## src/rtl/step_profile_gen.sv

```systemverilog
// Stepper motion-profile generator: per time tick, computes a position target on one shared
// shift-add multiplier and steps cur_pos toward it. Define STEP_PROFILE_GEN_ACCEL_EN for the a*t*t/2 term.
module step_profile_gen #(
  parameter int VEL_W    = 16,
  parameter int TIME_W   = 16,
  parameter int POS_W    = 32,
  parameter int TICK_DIV = 1000,
  parameter int PULSE_W  = 4
) (
  input  logic                     clk,
  input  logic                     rst,
  input  logic                     start,
  input  logic                     abort,
  input  logic signed [VEL_W-1:0]  velocity,
  input  logic signed [VEL_W-1:0]  accel,
  input  logic [TIME_W-1:0]        duration,
  output logic                     busy,
  output logic                     done,
  output logic                     step,
  output logic                     dir,
  output logic signed [POS_W-1:0]  cur_pos,
  output logic                     overrun
);

`ifdef STEP_PROFILE_GEN_ACCEL_EN
  localparam int MW = VEL_W + 2*TIME_W + 1;
`else
  localparam int MW = VEL_W + TIME_W + 1;
`endif
  localparam int SW  = MW + 1;
  localparam int TDW = $clog2(TICK_DIV);
  localparam int PCW = (PULSE_W > 1) ? $clog2(PULSE_W) : 1;
  localparam int BW  = $clog2(TIME_W + 1);

  typedef enum logic [2:0] {
    IDLE      = 3'd0,
    WAIT_TICK = 3'd1,
    MUL       = 3'd2,
    STEP_HI   = 3'd3,
    STEP_LO   = 3'd4,
    DONE      = 3'd5
  } state_t;

  state_t                   state;
  logic                     start_d;
  logic                     pending;
  logic [TDW-1:0]           tick_cnt;
  logic [TIME_W-1:0]        t;
  logic [TIME_W-1:0]        t_mul;
  logic [TIME_W-1:0]        dur;
  logic [TIME_W-1:0]        mplier;
  logic signed [VEL_W-1:0]  vel;
  logic [MW-1:0]            mcand;
  logic [MW-1:0]            prod;
  logic [BW-1:0]            bit_cnt;
  logic [PCW-1:0]           pulse_cnt;
  logic signed [POS_W-1:0]  origin;
  logic signed [POS_W-1:0]  target;
`ifdef STEP_PROFILE_GEN_ACCEL_EN
  logic signed [VEL_W-1:0]  acc;
  logic [1:0]               phase;
  logic signed [SW-1:0]     pv;
`else
  logic                     accel_unused;
  assign accel_unused = ^accel;
`endif

  logic                     start_rise;
  logic                     tick_fire;
  logic                     mul_last;
  logic [MW-1:0]            add_res;
  logic signed [SW-1:0]     result;

  // Magnitude in one extra bit so the most-negative input stays exact.
  function automatic logic [MW-1:0] mag(input logic signed [VEL_W-1:0] x);
    logic [MW-1:0] e;
    e = MW'(x);
    return x[VEL_W-1] ? (~e + MW'(1)) : e;
  endfunction

  function automatic logic signed [SW-1:0] signed_of(input logic [MW-1:0] m, input logic neg);
    logic signed [SW-1:0] e;
    e = {1'b0, m};
    return neg ? -e : e;
  endfunction

  // Edge detect, tick qualification and the multiplier's add/finish datapath.
  always_comb begin
    start_rise = start & ~start_d;
    tick_fire  = (state != IDLE) && (tick_cnt == TDW'(TICK_DIV - 1)) && (t != dur);
    add_res    = prod + (mplier[0] ? mcand : {MW{1'b0}});
`ifdef STEP_PROFILE_GEN_ACCEL_EN
    mul_last   = (phase == 2'd2);
    result     = pv + (signed_of(add_res, acc[VEL_W-1]) >>> 1);
`else
    mul_last   = 1'b1;
    result     = signed_of(add_res, vel[VEL_W-1]);
`endif
  end

  // Move sequencer: tick timing, shared multiplier and step pulse generation.
  always_ff @(posedge clk) begin
    if (rst) begin
      state     <= IDLE;
      start_d   <= 1'b0;
      pending   <= 1'b0;
      tick_cnt  <= {TDW{1'b0}};
      t         <= {TIME_W{1'b0}};
      t_mul     <= {TIME_W{1'b0}};
      dur       <= {TIME_W{1'b0}};
      mplier    <= {TIME_W{1'b0}};
      vel       <= {VEL_W{1'b0}};
      mcand     <= {MW{1'b0}};
      prod      <= {MW{1'b0}};
      bit_cnt   <= {BW{1'b0}};
      pulse_cnt <= {PCW{1'b0}};
      origin    <= {POS_W{1'b0}};
      target    <= {POS_W{1'b0}};
`ifdef STEP_PROFILE_GEN_ACCEL_EN
      acc       <= {VEL_W{1'b0}};
      phase     <= 2'd0;
      pv        <= {SW{1'b0}};
`endif
      busy      <= 1'b0;
      done      <= 1'b0;
      step      <= 1'b0;
      dir       <= 1'b0;
      cur_pos   <= {POS_W{1'b0}};
      overrun   <= 1'b0;
    end else begin
      start_d <= start;
      done    <= 1'b0;
      if (state != IDLE) begin
        tick_cnt <= (tick_cnt == TDW'(TICK_DIV - 1)) ? {TDW{1'b0}} : tick_cnt + TDW'(1);
        if (tick_fire) t <= t + TIME_W'(1);
        // A tick landing while WAIT_TICK consumes the pending one is queued, not lost.
        if (state == WAIT_TICK) begin
          if (pending && !tick_fire) pending <= 1'b0;
        end else if (tick_fire) begin
          if (pending) overrun <= 1'b1;
          else         pending <= 1'b1;
        end
      end
      if (abort && (state != IDLE)) begin
        state   <= IDLE;
        busy    <= 1'b0;
        step    <= 1'b0;
        pending <= 1'b0;
      end else begin
        case (state)
          IDLE: begin
            if (start_rise) begin
              vel      <= velocity;
`ifdef STEP_PROFILE_GEN_ACCEL_EN
              acc      <= accel;
`endif
              dur      <= duration;
              origin   <= cur_pos;
              t        <= {TIME_W{1'b0}};
              tick_cnt <= {TDW{1'b0}};
              pending  <= 1'b0;
              busy     <= 1'b1;
              state    <= (duration == {TIME_W{1'b0}}) ? DONE : WAIT_TICK;
            end
          end
          WAIT_TICK: begin
            if (tick_fire || pending) begin
              state   <= MUL;
              bit_cnt <= {BW{1'b0}};
`ifdef STEP_PROFILE_GEN_ACCEL_EN
              phase   <= 2'd0;
`endif
            end
          end
          MUL: begin
            if (bit_cnt == {BW{1'b0}}) begin
              prod    <= {MW{1'b0}};
              bit_cnt <= BW'(1);
`ifdef STEP_PROFILE_GEN_ACCEL_EN
              case (phase)
                2'd0:    begin mcand <= mag(vel); mplier <= t; t_mul <= t; end
                2'd1:    begin mcand <= mag(acc); mplier <= t_mul; end
                default: begin mcand <= prod;     mplier <= t_mul; end
              endcase
`else
              mcand   <= mag(vel);
              mplier  <= t;
              t_mul   <= t;
`endif
            end else begin
              prod   <= add_res;
              mcand  <= {mcand[MW-2:0], 1'b0};
              mplier <= {1'b0, mplier[TIME_W-1:1]};
              if (bit_cnt == BW'(TIME_W)) begin
                bit_cnt <= {BW{1'b0}};
                if (mul_last) begin
                  target    <= origin + POS_W'(result);
                  pulse_cnt <= PCW'(PULSE_W - 1);
                  state     <= STEP_LO;
                end else begin
`ifdef STEP_PROFILE_GEN_ACCEL_EN
                  if (phase == 2'd0) pv <= signed_of(add_res, vel[VEL_W-1]);
                  phase <= phase + 2'd1;
`endif
                end
              end else begin
                bit_cnt <= bit_cnt + BW'(1);
              end
            end
          end
          STEP_HI: begin
            if (!step) begin
              step      <= 1'b1;
              cur_pos   <= dir ? cur_pos + POS_W'(1) : cur_pos - POS_W'(1);
              pulse_cnt <= {PCW{1'b0}};
            end else if (pulse_cnt == PCW'(PULSE_W - 1)) begin
              step      <= 1'b0;
              pulse_cnt <= {PCW{1'b0}};
              state     <= STEP_LO;
            end else begin
              pulse_cnt <= pulse_cnt + PCW'(1);
            end
          end
          STEP_LO: begin
            // dir is set here so it settles a full cycle before step rises.
            if (pulse_cnt == PCW'(PULSE_W - 1)) begin
              pulse_cnt <= {PCW{1'b0}};
              if (cur_pos != target) begin
                dir   <= (target > cur_pos);
                state <= STEP_HI;
              end else if (t_mul == dur) begin
                state <= DONE;
              end else begin
                state <= WAIT_TICK;
              end
            end else begin
              pulse_cnt <= pulse_cnt + PCW'(1);
            end
          end
          DONE: begin
            done  <= 1'b1;
            busy  <= 1'b0;
            state <= IDLE;
          end
          default: begin
            busy  <= 1'b0;
            state <= IDLE;
          end
        endcase
      end
    end
  end

endmodule

```

## config.mk

```make
export PLATFORM = sky130hd
export DESIGN_NAME = step_profile_gen
export DESIGN_NICKNAME = d
export VERILOG_FILES = /design/src/rtl/step_profile_gen.sv
export SDC_FILE = /design/constraint.sdc
export NUM_CORES = 1
export LEC_CHECK = 0
export BUFFER_PORTS_ARGS = -buffer_cell sky130_fd_sc_hd__buf_2
export CAP_MARGIN = 40
export CORE_MARGIN = 3
export CORE_UTILIZATION = 57
export CTS_CLUSTER_SIZE = 16
export DETAILED_ROUTE_END_ITERATION = 7
export HOLD_SLACK_MARGIN = 0.05
export PLACE_DENSITY = 0.78
export SLEW_MARGIN = 20
export SYNTH_ARGS = -nofsm -noshare
export SYNTH_HDL_FRONTEND = slang
export SYNTH_SLANG_ARGS = --single-unit
export TNS_END_PERCENT = 20
```

## constraint.sdc

```tcl
create_clock -name clk -period 5.5 [get_ports clk]
set_input_delay 0.275 -clock clk [delete_from_list [all_inputs] [get_ports clk]]
set_output_delay 0.275 -clock clk [all_outputs]
set_load 0.01 [all_outputs]
```

* After elaboration in Yosys (flattened, before gate mapping)
Index checks and enable logic that the tools add are counted.
Storage, ports and cells: bits in registers 269, input port bits 52, output and inout port bits 37, word-level logic and storage cells 131
Cells by class: $add $sub $neg 10, magnitude comparators 1, equal/unequal tests 18, mux-type cells 48, bitwise logic cells 8, reduce and logical (&&, ||, !) cells 25
Operator list (count):
- 33-bit two-way mux | 4
- 16-bit two-way mux | 6
- 32-bit two-way mux | 2
- 10-bit two-way mux | 5
- 33-bit by 1-bit adder with 33-bit output, second input constant | 1
- 33-bit adder | 1
- 33-bit NOT | 1
- 32-bit by 2-bit adder with 32-bit output, second input constant | 1
- 32-bit adder | 1
- 32-bit greater-than comparator | 1
- 32-bit inequality test | 1
- 32-bit negation | 1
- 32-bit by 2-bit subtractor with 32-bit output, second input constant | 1
- 3-bit two-way mux | 10
- 16-bit by 1-bit adder with 16-bit output, second input constant | 1
- 16-bit == test | 1
- 16-bit zero test | 1
- 16-bit inequality test | 1
- 4-bit AND reduction | 4
- 5-bit two-way mux | 3
- 3-bit one-hot mux with 5 select lines | 1
- 2-bit inequality test, second input constant | 6
- 3-bit AND reduction | 4
- 10-bit by 1-bit adder with 10-bit output, second input constant | 1
- 27 further kinds | 51

* Logic depth before layout (Yosys ltp)
Gate-level depths: netlist of the first run.
depth after elaboration 10, gate-level depth with buffers 27, gate-level depth less buffers 26

* Worst setup path after synthesis of the first run
Ideal clock, no wire load.
path kind reg-to-reg, from reg mplier[0], to reg target[27], setup time 70 ps, arrival time 5586 ps, required time 5430 ps, path slack -157 ps, stages on the path, launching flop included 28, path buffers 1, clock period less this slack 5657 ps, cell sequence dfxtp_1 -> clkbuf_1 -> and2_1 -> ha_1 -> inv_1 -> fa_1 -> nor2b_4 -> o2111a_2 -> o311a_4 -> o41ai_4 -> xnor2_1 -> nor4_2 -> nand2_1 -> or3_4 -> o21ai_0 -> xnor2_1 -> ha_1 -> a21o_1 -> nand3_1 -> a21boi_0 -> o21a_1 -> a31o_2 -> a311o_1 -> a31o_2 -> a21oi_1 -> mux2i_1 -> nand2_1 -> a21oi_1
On the way: cells in the longest elaborated chain, start to end 5
RTL lines:
- start: declaration | RTL line 51 | logic [TIME_W-1:0] mplier;
- start signal: assignment | RTL line 111 | mplier <= {TIME_W{1'b0}};
- start signal: assignment | RTL line 187 | mplier <= t;
- start signal: assignment | RTL line 193 | mplier <= {1'b0, mplier[TIME_W-1:1]};
- 33-bit two-way mux * | RTL line 91 | add_res = prod + (mplier[0] ? mcand : {MW{1'b0}});
- 33-bit adder * | RTL line 91
- 32-bit negation | RTL line 84 | return neg ? -e : e;
- 32-bit two-way mux * | RTL line 84
- 32-bit adder * | RTL line 197 | target <= origin + POS_W'(result);
- end signal: assignment | RTL line 118 | target <= {POS_W{1'b0}};
- end signal: assignment | RTL line 197
- end: declaration | RTL line 58 | logic signed [POS_W-1:0] target;
Every way passes the cells marked *; elsewhere a longest branch is shown, timed or not. A chain may end at the register's enable or synchronous reset.

* Worst setup path in the final report of the first run
from reg mplier[0], to reg target[31]
The elaborated chain is that of the path after synthesis.

==> results of run 1 <==
-- state kept, by name, summed over array words and instances, names as in the netlist --
register,flops
cur_pos,32
mcand,32
origin,32
prod,32
target,32
dur,16
mplier,16
t,16
t_mul,16
vel,16
tick_cnt,10
bit_cnt,5
state,3
pulse_cnt,2
busy,1
dir,1
done,1
overrun,1
pending,1
start_d,1
step,1
-- per-layer routing --
metal	global-route usage	wire (um)	up-vias
met1	0.323	19300	8008
li1	-	-	8240
met2	0.489	23100	418
met3	0.0253	1810	124
met5	0	0	-
met4	0.104	1720	0
-- kinds of logic (layout without fill, tap and decap cells) --
kind of cell,after synthesis,in the layout,share of synthesized area
muxes,3,3,0.00175
and+or+nand+nor,885,885,0.239
DFF,267,267,0.312
buffers and inverters,179,362,0.0392
xor gates and xnor gates,159,159,0.0813
adders and majority gates,139,139,0.103
AOI/OAI and AO/OA,598,598,0.224
-- worst max-delay path: stages (launching register included) --
cell	delay, ns
dfxtp_4	0.36
and2_4	0.15
ha_4	0.15
inv_2	0.04
fa_2	0.38
nor2b_4	0.13
o2111a_2	0.26
o311ai_2	0.11
o211ai_1	0.38
nand3_1	0.18
o21ai_2	0.19
or4bb_4	0.59
buf_4	0.16
or4b_4	0.55
o31ai_4	0.28
xnor2_1	0.10
ha_1	0.34
nand2_1	0.07
a21oi_1	0.17
nor2b_1	0.07
a31oi_1	0.15
o2111ai_1	0.14
nand2_1	0.13
xnor2_2	0.13
xnor2_1	0.14
a21oi_1	0.09
-- area by class of cell --
type,count,area [um2],area share
flip-flops and latches,267,5350,0.262
clock buffers,42,865,0.0424
multi-input cells,1784,11600,0.566
repair buffers,239,1730,0.0845
well taps,384,480,0.0235
clock inverters,11,175,0.00858
inverters,70,263,0.0129
-- cells in the mapped netlist (4+ instances only) --
library cell,n
nand2_1,375
dfxtp_1,267
a21oi_1,230
nor2_1,202
ha_1,135
clkbuf_1,101
xnor2_1,99
o21ai_0,84
inv_1,69
xor2_1,60
a21o_1,53
a22oi_1,49
nand3_1,45
and2_1,42
nor3_1,35
nand4_1,30
a211oi_1,28
nand2b_1,27
or3_1,24
a311oi_1,22
nor2b_1,20
and3_1,18
nor4_1,16
o21a_1,15
a31oi_1,13
o211ai_1,13
o31ai_1,13
o21bai_1,10
or2_2,10
o41ai_1,9
a21boi_0,8
buf_1,8
nand3b_1,8
or4_1,7
and4_1,5
nor3b_1,5
o221ai_1,5
a2111o_1,4
a2111oi_0,4
nand4b_1,4
nor4b_1,4
o2111ai_1,4
-- what timing repair did --
item / 4_1_cts / 5_1_grt
setup buffers: 1 / 7
gates resized for setup: 28 / 63
setup endpoints to repair: 7 / 11
pin swaps: 13 / 33
hold buffers: 33 / 0
hold endpoints to repair: 33 / 0
-- where the power goes --
part / switching (mW) / total, mW / internal, mW
Clock: 0.833 / 2.11 / 1.28
Sequential: 0.124 / 2.16 / 2.04
Combinational: 0.870 / 1.42 / 0.548
Total: 1.83 / 5.69 / 3.86
-- worst max-delay path by stage --
stage                            end  depth (start not counted)  slack, ns
after floorplan           target[27]                         27      -0.04
after global placement    target[27]                         25      -0.07
after detailed placement  target[27]                         25      -0.25
after CTS                 target[27]                         25      -0.02
after global routing      target[31]                         24      -0.32
final                     target[31]                         25      -0.08
==> results.yml, run 1 <==
outcome:
  status: "complete, but fails checks"
  violations: "setup timing"
detailed_routing:
  ant_nets: 0
  wl_per_cell_um: 16.4
  wl_um: 46000
  drtPass1Iterations: 5
  drc: 0
  vias: 16800
  viasPerCell: 6.00
  drtIter0Drc: 950
critical_path:
  worstPathArrival_ns: 6.02
  timing.rr.end: "target[31]"
  ff2ff_path_depth: 25
  crit_type: "register to register"
  startpoint: "mplier[0]"
  crit_fanout: 5
  crit_path_end_kind: "register"
  cp.required_ns: 5.94
  rrSetupSlack_ns: -0.08
  start_kind: "register"
  regToRegStartpoint: "mplier[0]"
global_route:
  grt_pass1_wl_um: 75400
  grt_max_degree: 76
  antenna_found_initial: 0
  first_global_vias: 16300
  grt-ovfl-total: 0
  track_usage: 0.267
hold_path:
  whs_endpoint: "bit_cnt[0]"
  min_from: "abort"
  timing.hold.worst_path_depth: 4
  hold_class: "input pin to register"
synthesis:
  synth_edf_count: 0
  synth_area_um2: 17100
  ys_warn_count: 0
  synth_top_area_cell: "dfxtp_1"
  avgSynthCellArea_um2: 7.69
  synth_cells: 2230
  synth.distinct_cells: 75
  synth_nets: 2420
  yosysTopAreaCellShare: 0.312
  ys_seq_area_frac: 0.312
  synthFlopType: "dfxtp_1"
  synth_area_leaders: "dfxtp_1, ha_1, nand2_1"
  synth_seq_cells: 267
  async_reset_ff_frac: 0
cells_and_area:
  design_area_um2: 20400
  final_common_cell: "nand2_1"
  n_antenna_cell: 0
  n_fill_cell: 2337
  final_cells: 2797
  nets: 2581
  layout_common_cells: "nand2_1, dfxtp_1, a21oi_1"
  area_delta_synth_final_pct: 19.1
  utilization: 0.700
  drive_above_1_share: 0.144
placement:
  dp_cells: 2703
  hpwl_um: 32400
  pre_cts_slack_ns: -0.247
  gp_congestion: 0.887
  numPortBuffers: 72
  placed_area_um2: 18600
sta:
  maxSlewHeadroom: 0.455
  period_needed_ns: 5.58
  finalMaxSlewViolations: 0
  setup_tns_ns: -0.0804
  finalWorstSetupSlack_ns: -0.0804
  hold_viol_final: 0
  finalClockSkew_ns: 0.0160
  hold_ws_ns: 0.138
  final-setup-viol-count: 1
  worst_slew_pin_slew_ns: 0.817
  post-route-period-util: 1.01
  rsz0062_at_grt: "true"
  fmax_mhz: 179
clock_tree:
  h-tree-depth: 1
  cts_tree: "yes"
  clock_latency_ns: 0.57
  cts_buffers: 29
  clkSlewWorstSetupHoldPaths_ns: 0.06
  cts.sinks: 267
  clk_path_buf_depth: 3
  clock-root-buffer: "clkbuf_16"
die:
  core_um2: 29200
  start_util: 0.588
  dieWidth_um: 179
  rows: 62
  dieArea_um2: 32200
  die_y_um: 179
  boundaryPins: 89
pwr:
  power.total_mw: 5.69
  p_per_area_nw_per_um2: 279
  peakVddDrop_mv: 0.282
  leakage_nw: 8.54
job:
  drv_cap: 0
No activity file was read; power rests on OpenSTA's default activity.
==> run 2, diff against run 1 <==
--- a/config.mk
+++ b/config.mk
@@ -5,7 +5,8 @@
 export SDC_FILE = /design/constraint.sdc
 export NUM_CORES = 1
 export LEC_CHECK = 0
-export BUFFER_PORTS_ARGS = -buffer_cell sky130_fd_sc_hd__buf_2
+export ABC_AREA = 1
+export BUFFER_PORTS_ARGS = -buffer_cell sky130_fd_sc_hd__buf_4
 export CAP_MARGIN = 40
 export CORE_MARGIN = 3
 export CORE_UTILIZATION = 57
@@ -17,4 +18,3 @@
 export SYNTH_ARGS = -nofsm -noshare
 export SYNTH_HDL_FRONTEND = slang
 export SYNTH_SLANG_ARGS = --single-unit
-export TNS_END_PERCENT = 20
==> run 2 against run 1 <==
  * Die area is 7.4% higher
  * Final area rose by 1.5%
  * Area after synthesis increased by 7.6%
  * Clock skew rose by 0.024 ns
  * Via count increased by 9.6%
  * Non-clock buffer count is 119 lower
  * Routed wire length increased by 12%
  * The flow now finishes without violations
==> results.yml, run 2 <==
critical_path:
  ff2ff_path_depth: 34
  crit_path_max_incr_delay_ns: 0.39
  cpMaxStageDelayCell: "fa_1"
  rrSetupSlack_ns: 0.55
  cp.required_ns: 6.01
  crit_fanout: 4
  crit_type: "register to register"
  start_kind: "register"
  crit_path_end_kind: "register"
  worstPathArrival_ns: 5.46
cells_and_area:
  final_cells: 3354
  multi_input_area_um2: 11100
  utilization: 0.653
  layout_common_cells: "nand2_1, inv_1, a21oi_1"
  nets: 3119
  drive_above_1_share: 0.0711
  n_fill_cell: 2935
  area_delta_synth_final_pct: 12.3
  seq_area_um2: 5350
  design_area_um2: 20700
  n_antenna_cell: 0
  final_common_cell: "nand2_1"
sta:
  finalClockSkew_ns: 0.0396
  post-route-period-util: 0.900
  final-setup-viol-count: 0
  rsz0062_at_grt: "false"
  hold_viol_final: 0
  fmax_mhz: 202
  finalMaxSlewViolations: 0
  period_needed_ns: 4.95
  maxSlewHeadroom: 0.414
  hold_ws_ns: 0.190
  setup_tns_ns: 0
  finalWorstSetupSlack_ns: 0.550
  worst_slew_pin_slew_ns: 0.878
synthesis:
  synth.distinct_cells: 54
  synth_seq_cells: 267
  synth_edf_count: 0
  synth_commonest_cells: "nand2_1, inv_1, a21oi_1"
  ys_warn_count: 0
  synth_area_um2: 18400
  yosysTopAreaCellShare: 0.290
  synth_most_common_cell: "nand2_1"
  synth_cells: 2863
  synth_area_leaders: "dfxtp_1, nand2_1, ha_1"
  synthFlopType: "dfxtp_1"
  ys_seq_area_frac: 0.290
  async_reset_ff_frac: 0
  synth_top_area_cell: "dfxtp_1"
  avgSynthCellArea_um2: 6.44
  synth_nets: 3053
detailed_routing:
  vias: 18400
  drc: 0
  ant_nets: 0
  wl_um: 51500
  drtPass1Iterations: 5
  drtIter0Drc: 1219
  wl_per_cell_um: 15.3
  viasPerCell: 5.49
hold_path:
  timing.hold.worst_path_depth: 2
  hold_class: "input pin to register"
placement:
  gp_congestion: 0.978
  hpwl_um: 38400
  dp_cells: 3265
  pre_cts_slack_ns: 0.570
  numPortBuffers: 72
  placed_area_um2: 19300
die:
  start_util: 0.582
  dieArea_um2: 34600
  rows: 65
  boundaryPins: 89
  dieWidth_um: 186
  core_um2: 31700
  die_y_um: 186
clock_tree:
  h-tree-depth: 1
  cts.sinks: 267
  clock-root-buffer: "clkbuf_16"
  cts_tree: "yes"
  clk_path_buf_depth: 3
  clkSlewWorstSetupHoldPaths_ns: 0.06
  clock_latency_ns: 0.60
  cts_setup_buffers: 0
  cts_buffers: 30
pwr:
  peakVddDrop_mv: 0.312
  power.total_mw: 6.49
  leakage_nw: 10.4
  p_per_area_nw_per_um2: 313
global_route:
  track_usage: 0.292
  first_global_vias: 17400
  grt_pass1_wl_um: 83200
  grt-ovfl-total: 0
  grt_max_degree: 87
  antenna_found_initial: 0
job:
  drv_cap: 0
outcome:
  status: "finished clean"
==> run 2: layout make-up <==
type,instances,area share
Inverter,459,0.0832
Timing Repair Buffer,120,0.0506
Multi-Input combinational cell,2051,0.534
Sequential cell,267,0.258
Clock inverter,17,0.0100
Tap cell,402,0.0243
Clock buffer,38,0.0401
==> run 2: per-layer routing <==
layer / track usage / part of all wire / vias up
met4: 0.0977 / 0.035 / 0
met5: 0 / 0 / -
met2: 0.495 / 0.46 / 490
li1: - / - / 9393
met1: 0.381 / 0.45 / 8406
met3: 0.0432 / 0.055 / 108
==> run 2: critical path, delay by kind of cell, from the launching register on <==
kind / cells / cell delay, ns
xor gates and xnor gates: 1 / 0.16
and+or+nand+nor: 20 / 2.38
DFF: 1 / 0.38
AOI/OAI and AO/OA: 3 / 0.46
adders and majority gates: 3 / 0.91
buffers and inverters: 7 / 0.57
==> run 2: report_power, final <==
part,switching (mW),internal [mW]
Clock,0.863,1.22
Sequential,0.157,2.10
Combinational,1.42,0.732
==> run 2: kinds of logic (layout without fill, tap and decap cells) <==
kind of cell / after synthesis / count (layout) / synth area share
AO/OA/AOI/OAI: 609 / 609 / 0.178
XOR/XNOR: 109 / 109 / 0.0529
adder cells (fa/ha/maj): 138 / 138 / 0.0948
buffers and inverters: 545 / 634 / 0.112
flip-flops: 267 / 267 / 0.290
AND/OR/NAND/NOR: 1195 / 1195 / 0.273
==> run 2: what timing repair did <==
item | in CTS | in global routing
setup endpoints to repair | 0 | 2
hold endpoints to repair | 33 | 0
resized for setup | 0 | 2
hold buffers | 33 | 0
==> run 2: path summary, 6_finish.rpt <==
| check | from | end |
|---|---|---|
| max reg2reg | mplier[0] | target[25] |
| max | mplier[0] | target[25] |
| min | rst | start_d |
| min reg2reg | overrun | overrun |
